$ cat src/rtl/bcd_serial_subtractor.sv
// Digit-serial BCD subtractor: |A - B| and sign via 9's complement
// addition with end-around carry, one digit per clock.
module bcd_serial_subtractor #(
    parameter int DIGITS = 4
) (
    input  logic                clk,
    input  logic                rst,
    input  logic                start,
    input  logic [4*DIGITS-1:0] a,
    input  logic [4*DIGITS-1:0] b,
    output logic                busy,
    output logic                done,
    output logic [4*DIGITS-1:0] result,
    output logic                neg,
    output logic                invalid
);
    localparam int W  = 4 * DIGITS;
    localparam int IW = $clog2(DIGITS + 1);

    typedef enum logic [2:0] {IDLE, ADD, FIX, COMP, DONE} state_t;

    state_t         state;
    logic [W-1:0]   a_q;
    logic [W-1:0]   b_q;
    logic [W-1:0]   p;
    logic [IW-1:0]  idx;
    logic           c;

    logic           bad;
    logic [4:0]     s;
    logic           add_c;
    logic [3:0]     add_d;
    logic [3:0]     fix_sum;
    logic           fix_c;
    logic [3:0]     fix_d;
    logic [W-1:0]   comp_r;
    logic           all_nine;
    logic           last;
    logic [W-1:0]   p_add;
    logic [W-1:0]   p_fix;

    always_comb begin
        bad      = 1'b0;
        comp_r   = '0;
        all_nine = 1'b1;
        for (int i = 0; i < DIGITS; i++) begin
            if (a[4*i +: 4] > 4'd9 || b[4*i +: 4] > 4'd9)
                bad = 1'b1;
            comp_r[4*i +: 4] = 4'd9 - p[4*i +: 4];
            if (p[4*i +: 4] != 4'd9)
                all_nine = 1'b0;
        end
    end

    // Digits are consumed from bit 0 and partial digits enter from the top,
    // so after DIGITS shifts P is aligned with digit 0 at bits [3:0].
    always_comb begin
        s       = {1'b0, a_q[3:0]} + {1'b0, 4'd9 - b_q[3:0]} + {4'd0, c};
        add_c   = s > 5'd9;
        add_d   = add_c ? 4'(s - 5'd10) : s[3:0];
        fix_sum = p[3:0] + {3'd0, c};
        fix_c   = fix_sum == 4'd10;
        fix_d   = fix_c ? 4'd0 : fix_sum;
        p_add   = W'({add_d, p} >> 4);
        p_fix   = W'({fix_d, p} >> 4);
        last    = idx == IW'(DIGITS - 1);
    end

    always_ff @(posedge clk or posedge rst) begin
        if (rst) begin
            state   <= IDLE;
            a_q     <= '0;
            b_q     <= '0;
            p       <= '0;
            idx     <= '0;
            c       <= 1'b0;
            busy    <= 1'b0;
            done    <= 1'b0;
            result  <= '0;
            neg     <= 1'b0;
            invalid <= 1'b0;
        end else begin
            unique case (state)
                IDLE: begin
                    done <= 1'b0;
                    if (start) begin
                        a_q     <= a;
                        b_q     <= b;
                        p       <= '0;
                        idx     <= '0;
                        c       <= 1'b0;
                        busy    <= 1'b1;
                        result  <= '0;
                        neg     <= 1'b0;
                        invalid <= bad;
                        state   <= bad ? DONE : ADD;
                    end
                end
                ADD: begin
                    p   <= p_add;
                    a_q <= a_q >> 4;
                    b_q <= b_q >> 4;
                    // Final carry doubles as the FIX stage carry-in.
                    c   <= add_c;
                    idx <= last ? '0 : idx + 1'b1;
                    if (last)
                        state <= add_c ? FIX : COMP;
                end
                FIX: begin
                    p   <= p_fix;
                    c   <= fix_c;
                    idx <= last ? '0 : idx + 1'b1;
                    if (last) begin
                        result <= p_fix;
                        neg    <= 1'b0;
                        done   <= 1'b1;
                        state  <= DONE;
                    end
                end
                COMP: begin
                    result <= comp_r;
                    neg    <= ~all_nine;
                    done   <= 1'b1;
                    state  <= DONE;
                end
                DONE: begin
                    // Invalid operands arrive here without done raised yet.
                    if (done) begin
                        done  <= 1'b0;
                        busy  <= 1'b0;
                        state <= IDLE;
                    end else begin
                        done <= 1'b1;
                    end
                end
                default: state <= IDLE;
            endcase
        end
    end
endmodule

$ cat config.mk
export PLATFORM = sky130hd
export DESIGN_NAME = bcd_serial_subtractor
export DESIGN_NICKNAME = d
export VERILOG_FILES = /design/src/rtl/bcd_serial_subtractor.sv
export SDC_FILE = /design/constraint.sdc
export NUM_CORES = 1
export LEC_CHECK = 0
export ABC_AREA = 1
export CAP_MARGIN = 20
export CORE_ASPECT_RATIO = 0.9
export CORE_MARGIN = 8
export CORE_UTILIZATION = 54
export CTS_CLUSTER_DIAMETER = 120
export DETAILED_ROUTE_END_ITERATION = 10
export PLACE_DENSITY = 0.79
export SETUP_SLACK_MARGIN = 0.5
export SKIP_LAST_GASP = 1
export SYNTH_ARGS = -nofsm -noshare
export SYNTH_HDL_FRONTEND = slang
export SYNTH_SLANG_ARGS = --single-unit
$ cat constraint.sdc
create_clock -name clk -period 2.6 [get_ports clk]
set_clock_uncertainty 0.05 [all_clocks]
set_input_delay 0.39 -clock clk [delete_from_list [all_inputs] [get_ports clk]]
set_output_delay 0.39 -clock clk [all_outputs]
set_load 0.005 [all_outputs]
==> results.toml, run 1 <==
[logic_synthesis]
syn-num-nets = 467
synth_ff_type = "dfrtp_1"
synthDistinctLibCells = 38
synthCells = 417
synth_area_um2 = 3810
synthArstFlopShare_pct = 100
avgSynthCellArea_um2 = 9.13
ys_ff_latch = 75
synth_edf_count = 0
seq_area_frac_synth_pct = 49.3
synth_warnings = 0

[routing]
drtPass1Iterations = 4
drc = 0
num_vias = 3192
ant_nets = 0
drt-vias-per-instance = 5.52
post_drt_wl_per_cell_um = 15.3
dr.first_iter.drc_count = 263
wl_um = 8850

[grt]
grt_max_degree = 31
track_usage_pct = 18.8
grt_pass1_wl_um = 15200
overflow = 0
antenna_found_initial = 0
grt_pass1_vias = 3223

[power]
pwr-share-clk_pct = 16.7
irDropWorstVdd_mv = 0.694
p_seq_share_pct = 34.4
p_sw_w = 0.00209
leakagePower_nw = 2.08
pwr-share-comb_pct = 48.9
intPower_w = 0.00285
p_per_area_nw_per_um2 = 1050
switching_share_pct = 42.2

[timing]
fin_tns_setup_ns = 0
setup_viol = 0
fmax_ghz = 0.442
rsz0062_at_grt = "true"
hold_viol = 0
min_period_over_period_pct = 87.1
worstMarginPinSlew_ns = 0.695
min_period_ns = 2.26
drv_slew = 0
relSlewSlack_pct = 53.6

[clock_tree]
cts_root_buffer = "clkbuf_8"
cts_hold_buffers = 0
h-tree-depth = 3
clock_latency_ns = 0.35
clkSinkCount = 75
cts_buffers = 9
cts.path.max_buffers = 2
cts_tree = "built"
clk_pin_slew_ns = 0.08

[worst_setup_path]
end_kind = "register"
path_class = "reg -> reg"
critPathTopFamily = "adder cells"
cp_slowest_cell = "dfrtp_1"
cp_max_fo = 4
critPathLaunchType = "register"
reg2regPathDepth = 17
path_buf_inv = 5
crit_cells = 17
crit_chain = "inv_2 > fa_2 > inv_2 > fa_2 > inv_2 > nand2_1 > nand2_2 > inv_2 > ha_4 > nand2_2 > nand2_1 > inv_1 > nand2_2 > nand2_4 > nand2_1 > nand3_1 > nand3_1"
critPathRequiredTime_ns = 2.79
crit_path_max_incr_delay_ns = 0.40
cp.arrival_ns = 2.45
worst_path_most_repeated_cell = "inv_2"

[worst_hold_path]
hp-class = "in -> async"

[die]
die_x_um = 104
die-area_um2 = 9990
start_util_pct = 54.9
die_h_um = 95.6
ios = 55
core_region_area_um2 = 6930
fp-row-count = 29

[final_layout]
final_common_cell = "dfrtp_1"
diodes = 0
mostFrequentLayoutCells = "75 x dfrtp_1, 59 x nand2_1, 58 x nor2_1"
drive_gt1_share_pct = 16.5
area_growth_pct = 23.2
fin_nets = 530
post-route-util_pct = 67.6

[run]
max_cap_viol_count = 0

[placed_design]
gp_congestion = 0.885
dp_hpwl_um = 6300
port_buffers = 54

[outcome]
status = "finished clean"
==> routing by layer <==
layer | vias to the layer above | global-route usage, % | wire length [µm]
met4 | 0 | 7.94 | 135
met3 | 12 | 4.19 | 444
met1 | 1555 | 23.8 | 4100
met2 | 74 | 30.8 | 4160
li1 | 1551 | - | -
met5 | - | 0 | 0
==> power by group through the flow <==
stage | Combinational [W] | Clock [W] | Sequential (W)
global placement | 0.00195 | 0 | 0.00171
finish | 0.00241 | 0.000826 | 0.00170
global route | 0.00272 | 0.000871 | 0.00174
detailed placement | 0.00202 | 0 | 0.00172
floorplan | 0.00164 | 0 | 0.00167
CTS | 0.00225 | 0.000840 | 0.00170
==> synthesized netlist by cell type, drive strengths merged (3+ instances only) <==
master | instances | area share (%)
inv | 47 | 4.7
nand2 | 71 | 7.9
a22o | 3 | 0.69
a21oi | 12 | 1.6
o22ai | 34 | 5.6
dfrtp | 75 | 49
ha | 13 | 4.3
a22oi | 10 | 2.0
nand3 | 17 | 2.4
nor2 | 64 | 7.7
xor2 | 3 | 0.69
buf | 12 | 3.2
nor3b | 3 | 0.59
a32o | 5 | 1.3
o21ai | 33 | 5.0
==> cells by family (layout without fill, tap and decap cells) <==
family	count (synthesis)	after routing	share of synthesized area (%)
compound gates	101	101	16.9
xor+xnor	3	3	0.690
fa+ha+maj	15	15	5.33
buf+inv	62	130	8.22
flops	75	75	49.3
simple gates	161	161	19.5
==> final timing paths <==
check                                 from         end  slack, ns
worst max-delay path                     c       p[13]       0.34
worst min-delay path                   rst      b_q[3]       0.43
worst max register to register           c       p[13]       0.34
worst min register to register  result[12]  result[12]       0.44
max in group asynchronous              rst  result[15]       1.40
min in group clk                result[12]  result[12]       0.44
==> per-stage QoR <==
step	setup slack [ns]	hold slack [ns]	total power [W]	instance area [µm²]	std cells
final	0.336	0.429	0.00494	4690	578
after global routing	0.225	0.463	0.00532	4690	578
after CTS	0.399	0.439	0.00479	4650	577
after detailed placement	0.315	0.418	0.00374	4400	555
after global placement	0.394	0.417	0.00366	4400	555
after floorplan	0.483	0.409	0.00331	3820	417
==> worst register-to-register path, cell delays in order, from the launching register on <==
cell and delay (ns):
dfrtp_1 0.40, inv_2 0.07, fa_2 0.20, inv_2 0.05, fa_2 0.38, inv_2 0.07
nand2_1 0.08, nand2_2 0.10, inv_2 0.05, ha_4 0.16, nand2_2 0.05, nand2_1 0.05
inv_1 0.06, nand2_2 0.10, nand2_4 0.10, nand2_1 0.06, nand3_1 0.07, nand3_1 0.07
==> sequential cells by signal, indices dropped and copies added, names as in the netlist <==
register / cells
p: 16
busy: 1
b_q: 16
done: 1
c: 1
invalid: 1
neg: 1
a_q: 16
idx: 3
result: 16
state: 3
==> repair_timing <==
item | CTS | global route
buffers inserted | 6 | 1
resized for setup | 7 | 9
endpoints found under the setup margin | 5 | 5
gates cloned | 0 | 0
pin swaps | 2 | 8
==> final cells by class <==
class	instances	area, µm²
clock buffers	10	138
clock inverters	6	38.8
fillers	544	2240
inverters	48	188
multi-input cells	280	1690
flip-flops and latches	75	1880
well taps	93	116
repair buffers	66	643
(Power assumes the default switching activity.)
==> inputs of run 2 (changes only) <==
- CORE_ASPECT_RATIO: 0.9 -> unset
- TNS_END_PERCENT: unset -> 100
==> results.toml, run 2 (same netlist as run 1, synthesis figures left out) <==
[outcome]
status = "finished clean"

[die]
core_region_area_um2 = 6790
die_x_um = 100
die-area_um2 = 9990
die_h_um = 100
ios = 55
fp-row-count = 30
start_util_pct = 56.0

[timing]
worst_slack_ns = 0.376
min_period_ns = 2.22
worstMarginPinSlew_ns = 0.470
min_period_over_period_pct = 85.5
drv_slew = 0
hold_viol = 0
rsz0062_at_grt = "true"
fin_tns_setup_ns = 0
setup_viol = 0
fmax_ghz = 0.450
relSlewSlack_pct = 68.7

[clock_tree]
clock_latency_ns = 0.35
cts_tree = "built"
clkSinkCount = 75
h-tree-depth = 3
cts_root_buffer = "clkbuf_8"
cts_hold_buffers = 0
clk_pin_slew_ns = 0.08
cts_buffers = 9
cts.path.max_buffers = 2

[placed_design]
placed_area_um2 = 4400
gp_congestion = 0.868
dpl_worst_slack_ns = 0.321
dp_hpwl_um = 6160
port_buffers = 54

[worst_setup_path]
crit_chain = "inv_2 > fa_2 > inv_2 > fa_2 > inv_2 > ha_4 > nand2_2 > nand2_1 > inv_1 > nand2_2 > nand3_1 > nand3_1 > nand3_1"
reg2reg_from = "a_q[0]"
critPathRequiredTime_ns = 2.78
crit_path_max_incr_delay_ns = 0.47
critPathLaunch = "a_q[0]"
critPathTopFamily = "adder cells"
end_kind = "register"
r2r_end = "p[13]"
cp_slowest_cell = "fa_2"
reg2regPathDepth = 13
cp_max_fo = 4
cp-endpoint = "p[13]"
path_buf_inv = 4
regToRegSetupSlack_ns = 0.38
cp.arrival_ns = 2.40
critPathLaunchType = "register"
path_class = "reg -> reg"
crit_cells = 13

[final_layout]
fin_nets = 530
multi_input_area_um2 = 1670
stdcell_area_um2 = 4690
area_growth_pct = 23.3
final_common_cell = "dfrtp_1"
drive_gt1_share_pct = 15.7
post-route-util_pct = 69.1
mostFrequentLayoutCells = "75 x dfrtp_1, 60 x nand2_1, 58 x nor2_1"
diodes = 0
fill_cells = 541
regArea_um2 = 1880

[grt]
grt_pass1_wl_um = 14900
grt_pass1_vias = 3142
track_usage_pct = 18.6
antenna_found_initial = 0
overflow = 0
grt_max_degree = 76

[power]
power_w = 0.00499
irDropWorstVdd_mv = 0.742
leakagePower_nw = 2.08
p_per_area_nw_per_um2 = 1060

[routing]
num_vias = 3164
drc = 0
ant_nets = 0
dr.first_iter.drc_count = 253
drtPass1Iterations = 4
wl_um = 8810
post_drt_wl_per_cell_um = 15.2
drt-vias-per-instance = 5.45

[run]
max_cap_viol_count = 0

[worst_hold_path]
hp-class = "in -> async"
run 2: cell types whose count changed in the layout (fill, tap and decap cells not counted), sizes merged:
cell	delta
clkinvlp	-1
clkbuf	+1
bufinv	+1
inv	-1
run 2: metrics by stage:
| step | cells | hold slack [ns] |
|---|---|---|
| 6_report | 581 | 0.431 |
| 5_1_grt | 581 | 0.454 |
| 4_1_cts | 577 | 0.437 |
| 3_5_place_dp | 557 | 0.417 |
| 3_3_place_gp | 557 | 0.415 |
| 2_1_floorplan | 417 | 0.409 |
run 2: power by group:
group	internal [W]	switching (W)
sequential	0.00149	0.000215
clock	0.000465	0.000429
combinational	0.000992	0.00139
run 2: worst min path at each step:
stage                     startpoint    endpoint  slack (ns)  cells past startpoint
after CTS                  result[5]   result[5]        0.44                      2
after detailed placement   result[5]   result[5]        0.42                      2
after floorplan              a_q[13]     a_q[13]        0.41                      2
final                            rst      a_q[3]        0.43                      3
after global placement    result[11]  result[11]        0.41                      2
after global routing       result[5]   result[5]        0.45                      2
run 2: tightest hold or removal path: stages:
cell and delay (ns):
clkdlybuf4s50_1 0.44, clkinvlp_4 0.09, buf_12 0.32
run 2: cell type report:
type / count / share of cell area, %
Sequential cell: 75 / 40.0
Multi-Input combinational cell: 280 / 35.6
Timing Repair Buffer: 66 / 13.7
Inverter: 48 / 4.00
Clock buffer: 11 / 3.01
Tap cell: 96 / 2.56
Clock inverter: 5 / 1.12
run 2: timing repair:
| item | CTS | global route |
|---|---|---|
| setup endpoints to repair | 5 | 5 |
| setup buffers | 4 | 4 |
| resized for setup | 7 | 5 |
| pin swaps | 9 | 9 |
run 2: metal layers:
metal,global-route usage [%],wire length [µm],vias up
met3,4.98,453,16
met1,23.6,3930,1521
met5,0,0,-
met4,8.03,192,0
li1,-,-,1544
met2,28.9,4240,83
==> edit: new RTL, settings of run 2 <==
`DIGITS`: 4 -> 16.
--- a/src/rtl/bcd_serial_subtractor.sv
+++ b/src/rtl/bcd_serial_subtractor.sv
@@ -1,7 +1,7 @@
 // Digit-serial BCD subtractor: |A - B| and sign via 9's complement
 // addition with end-around carry, one digit per clock.
 module bcd_serial_subtractor #(
-    parameter int DIGITS = 4
+    parameter int DIGITS = 16
 ) (
     input  logic                clk,
     input  logic                rst,
Ports: changed (resized a, b and result); port bits go from 55 to 199. The function was not compared with the original's and may differ.
==> edit against run 2 <==
  * Routed wire length rose to 3.9 times the old value
  * Die area rose to 2.7 times the old value
  * Area after synthesis rose to 3.2 times the old value
  * Via count rose to 3.4 times the old value
  * Non-clock buffer count rose by 173
  * Critical path depth fell by 2
  * Sequential cell count rose by 194
  * Final area rose to 3.3 times the old value
  * Power rose to 2.9 times the old value
  * Setup slack got worse by 0.30 ns
  * Sequential share of layout area rose by 3.3 points
==> edit: results (changes against run 2) <==
status complete, no violations (unchanged); max_slew headroom 55.52% (was 68.69%); initial antenna violation count 6 (was 0); RR Endpoint p[61]$_DFFE_PP0P_ (was p[13]$_DFFE_PP0P_); Fill cells 1670 (was 541); H-tree depth 1 (was 3); Seq cells 269 (was 75); Syn Nets 1511 (was 467); Yosys cell types 35 (was 38); I/O Buffers 198 (was 54); buffer share of cell area 15.69% (was 13.71%); area post-placement 14420 sq um (was 4399 sq um); Post-CTS Setup Bufs 6 (was 4); design area 15560 sq um (was 4692 sq um); core utilization of the finished layout 71.07% (was 69.06%); Layout clock area frac 6.128% (was 4.133%); post_cts resized 10 (was 7); TritonRoute pass-1 iters 5 (was 4); diode count 1 (was 0); Non-clock buffers 239 (was 66); multi-input gates 897 (was 280); RR Startpoint b_q[0]$_DFFE_PP0P_ (was a_q[0]$_DFFE_PP0P_); Placer Congestion 0.8916 (was 0.8675); register area 6731 sq um (was 1877 sq um); hold_ws 0.2496 ns (was 0.4308 ns); pin count of the biggest net entering global routing 123 (was 76); final cell count without fillers 1842 (was 581); Clock buffer cells 44 (was 11); post-synthesis compound-gate area fraction 14.82% (was 16.93%); number of buffers created by CTS 27 (was 9); r2r worst-path depth 11 (was 13); Pint 0.009673 W (was 0.002949 W); inverters 107 (was 48); worst skew pair latency 0.54 ns (was 0.35 ns); fraction of area in multi-input gates 29.98% (was 35.60%); register area share after synthesis 55.89% (was 49.31%); initial drt markers 813 (was 253); met2 WL 16520 um (was 4238 um); drt total wl 34070 um (was 8811 um); post-DP HPWL 23360 um (was 6156 um); Vias 10629 (was 3164); dpl ws 0.1151 ns (was 0.3208 ns); max layer used met5 (was met4); layout cells sized above 1 7.495% (was 15.67%); Syn Area/Cell 8.908 sq um (was 9.127 sq um); wire length on met3 2706 um (was 453 um); Adder-Cell Fraction of Synth Area 3.033% (was 5.325%); Peak VDD IR 0.7269 mV (was 0.7424 mV); Tot GR Track Use 24.61% (was 18.55%); Final nets 1700 (was 530); Leak 6.785 nW (was 2.083 nW); Post-synth top cells nor2_1 (286), dfrtp_1 (269), o22ai_1 (177), nand2_1 (176), nand3_1 (104) (was dfrtp_1 (75), nand2_1 (64), nor2_1 (58), inv_1 (39), o22ai_1 (34)); synth top area cells dfrtp_1 (56%), o22ai_1 (9.2%), nor2_1 (8.9%) (was dfrtp_1 (49%), nand2_1 (6.3%), nor2_1 (5.7%)); M1 WL 14010 um (was 3926 um)
## edit: cell count changes after synthesis, sizes merged, moves of 13 or more
cell	before	now
dfrtp	75	269
buf	12	26
o22ai	34	177
o211ai	0	36
inv	47	106
nand2	71	176
clkbuf	2	53
nor2	64	287
nand3	17	104
ha	13	26
## edit: power by group through the flow
stage                     logic, W  clock network (W)  registers (W)
after global routing       0.00503            0.00436        0.00602
after CTS                  0.00404            0.00418        0.00590
after detailed placement   0.00375                  0        0.00594
after global placement     0.00358                  0        0.00591
after floorplan            0.00272                  0        0.00575
final                      0.00454            0.00413        0.00590
## edit: worst max-delay path, stage by stage (launching register included)
cell      delay, ns
dfrtp_1        0.40
fa_2           0.42
fa_2           0.45
xor2_4         0.26
ha_4           0.19
inv_2          0.04
a21oi_2        0.13
a21oi_2        0.05
nand2_2        0.11
nand3_1        0.10
nand3_1        0.11
o211ai_1       0.09
## edit: worst max path at each step
| stage | from | end | slack [ns] | cells after the start |
|---|---|---|---|---|
| global route | b_q[0]$_DFFE_PP0P_ | p[61]$_DFFE_PP0P_ | -0.03 | 11 |
| finish | b_q[0]$_DFFE_PP0P_ | p[61]$_DFFE_PP0P_ | 0.07 | 11 |
| floorplan | rst | a_q[0]$_DFFE_PP0P_ | -1.39 | 1 |
| CTS | c$_DFFE_PP0P_ | p[62]$_DFFE_PP0P_ | 0.18 | 13 |
| detailed placement | b_q[0]$_DFFE_PP0P_ | p[62]$_DFFE_PP0P_ | 0.12 | 12 |
| global placement | b_q[0]$_DFFE_PP0P_ | p[62]$_DFFE_PP0P_ | 0.20 | 12 |
## edit: layer usage
layer	global-route usage, %	vias up
met5	0	-
met1	31.51	5194
met3	6.792	71
li1	-	4980
met2	40.45	372
met4	7.021	12
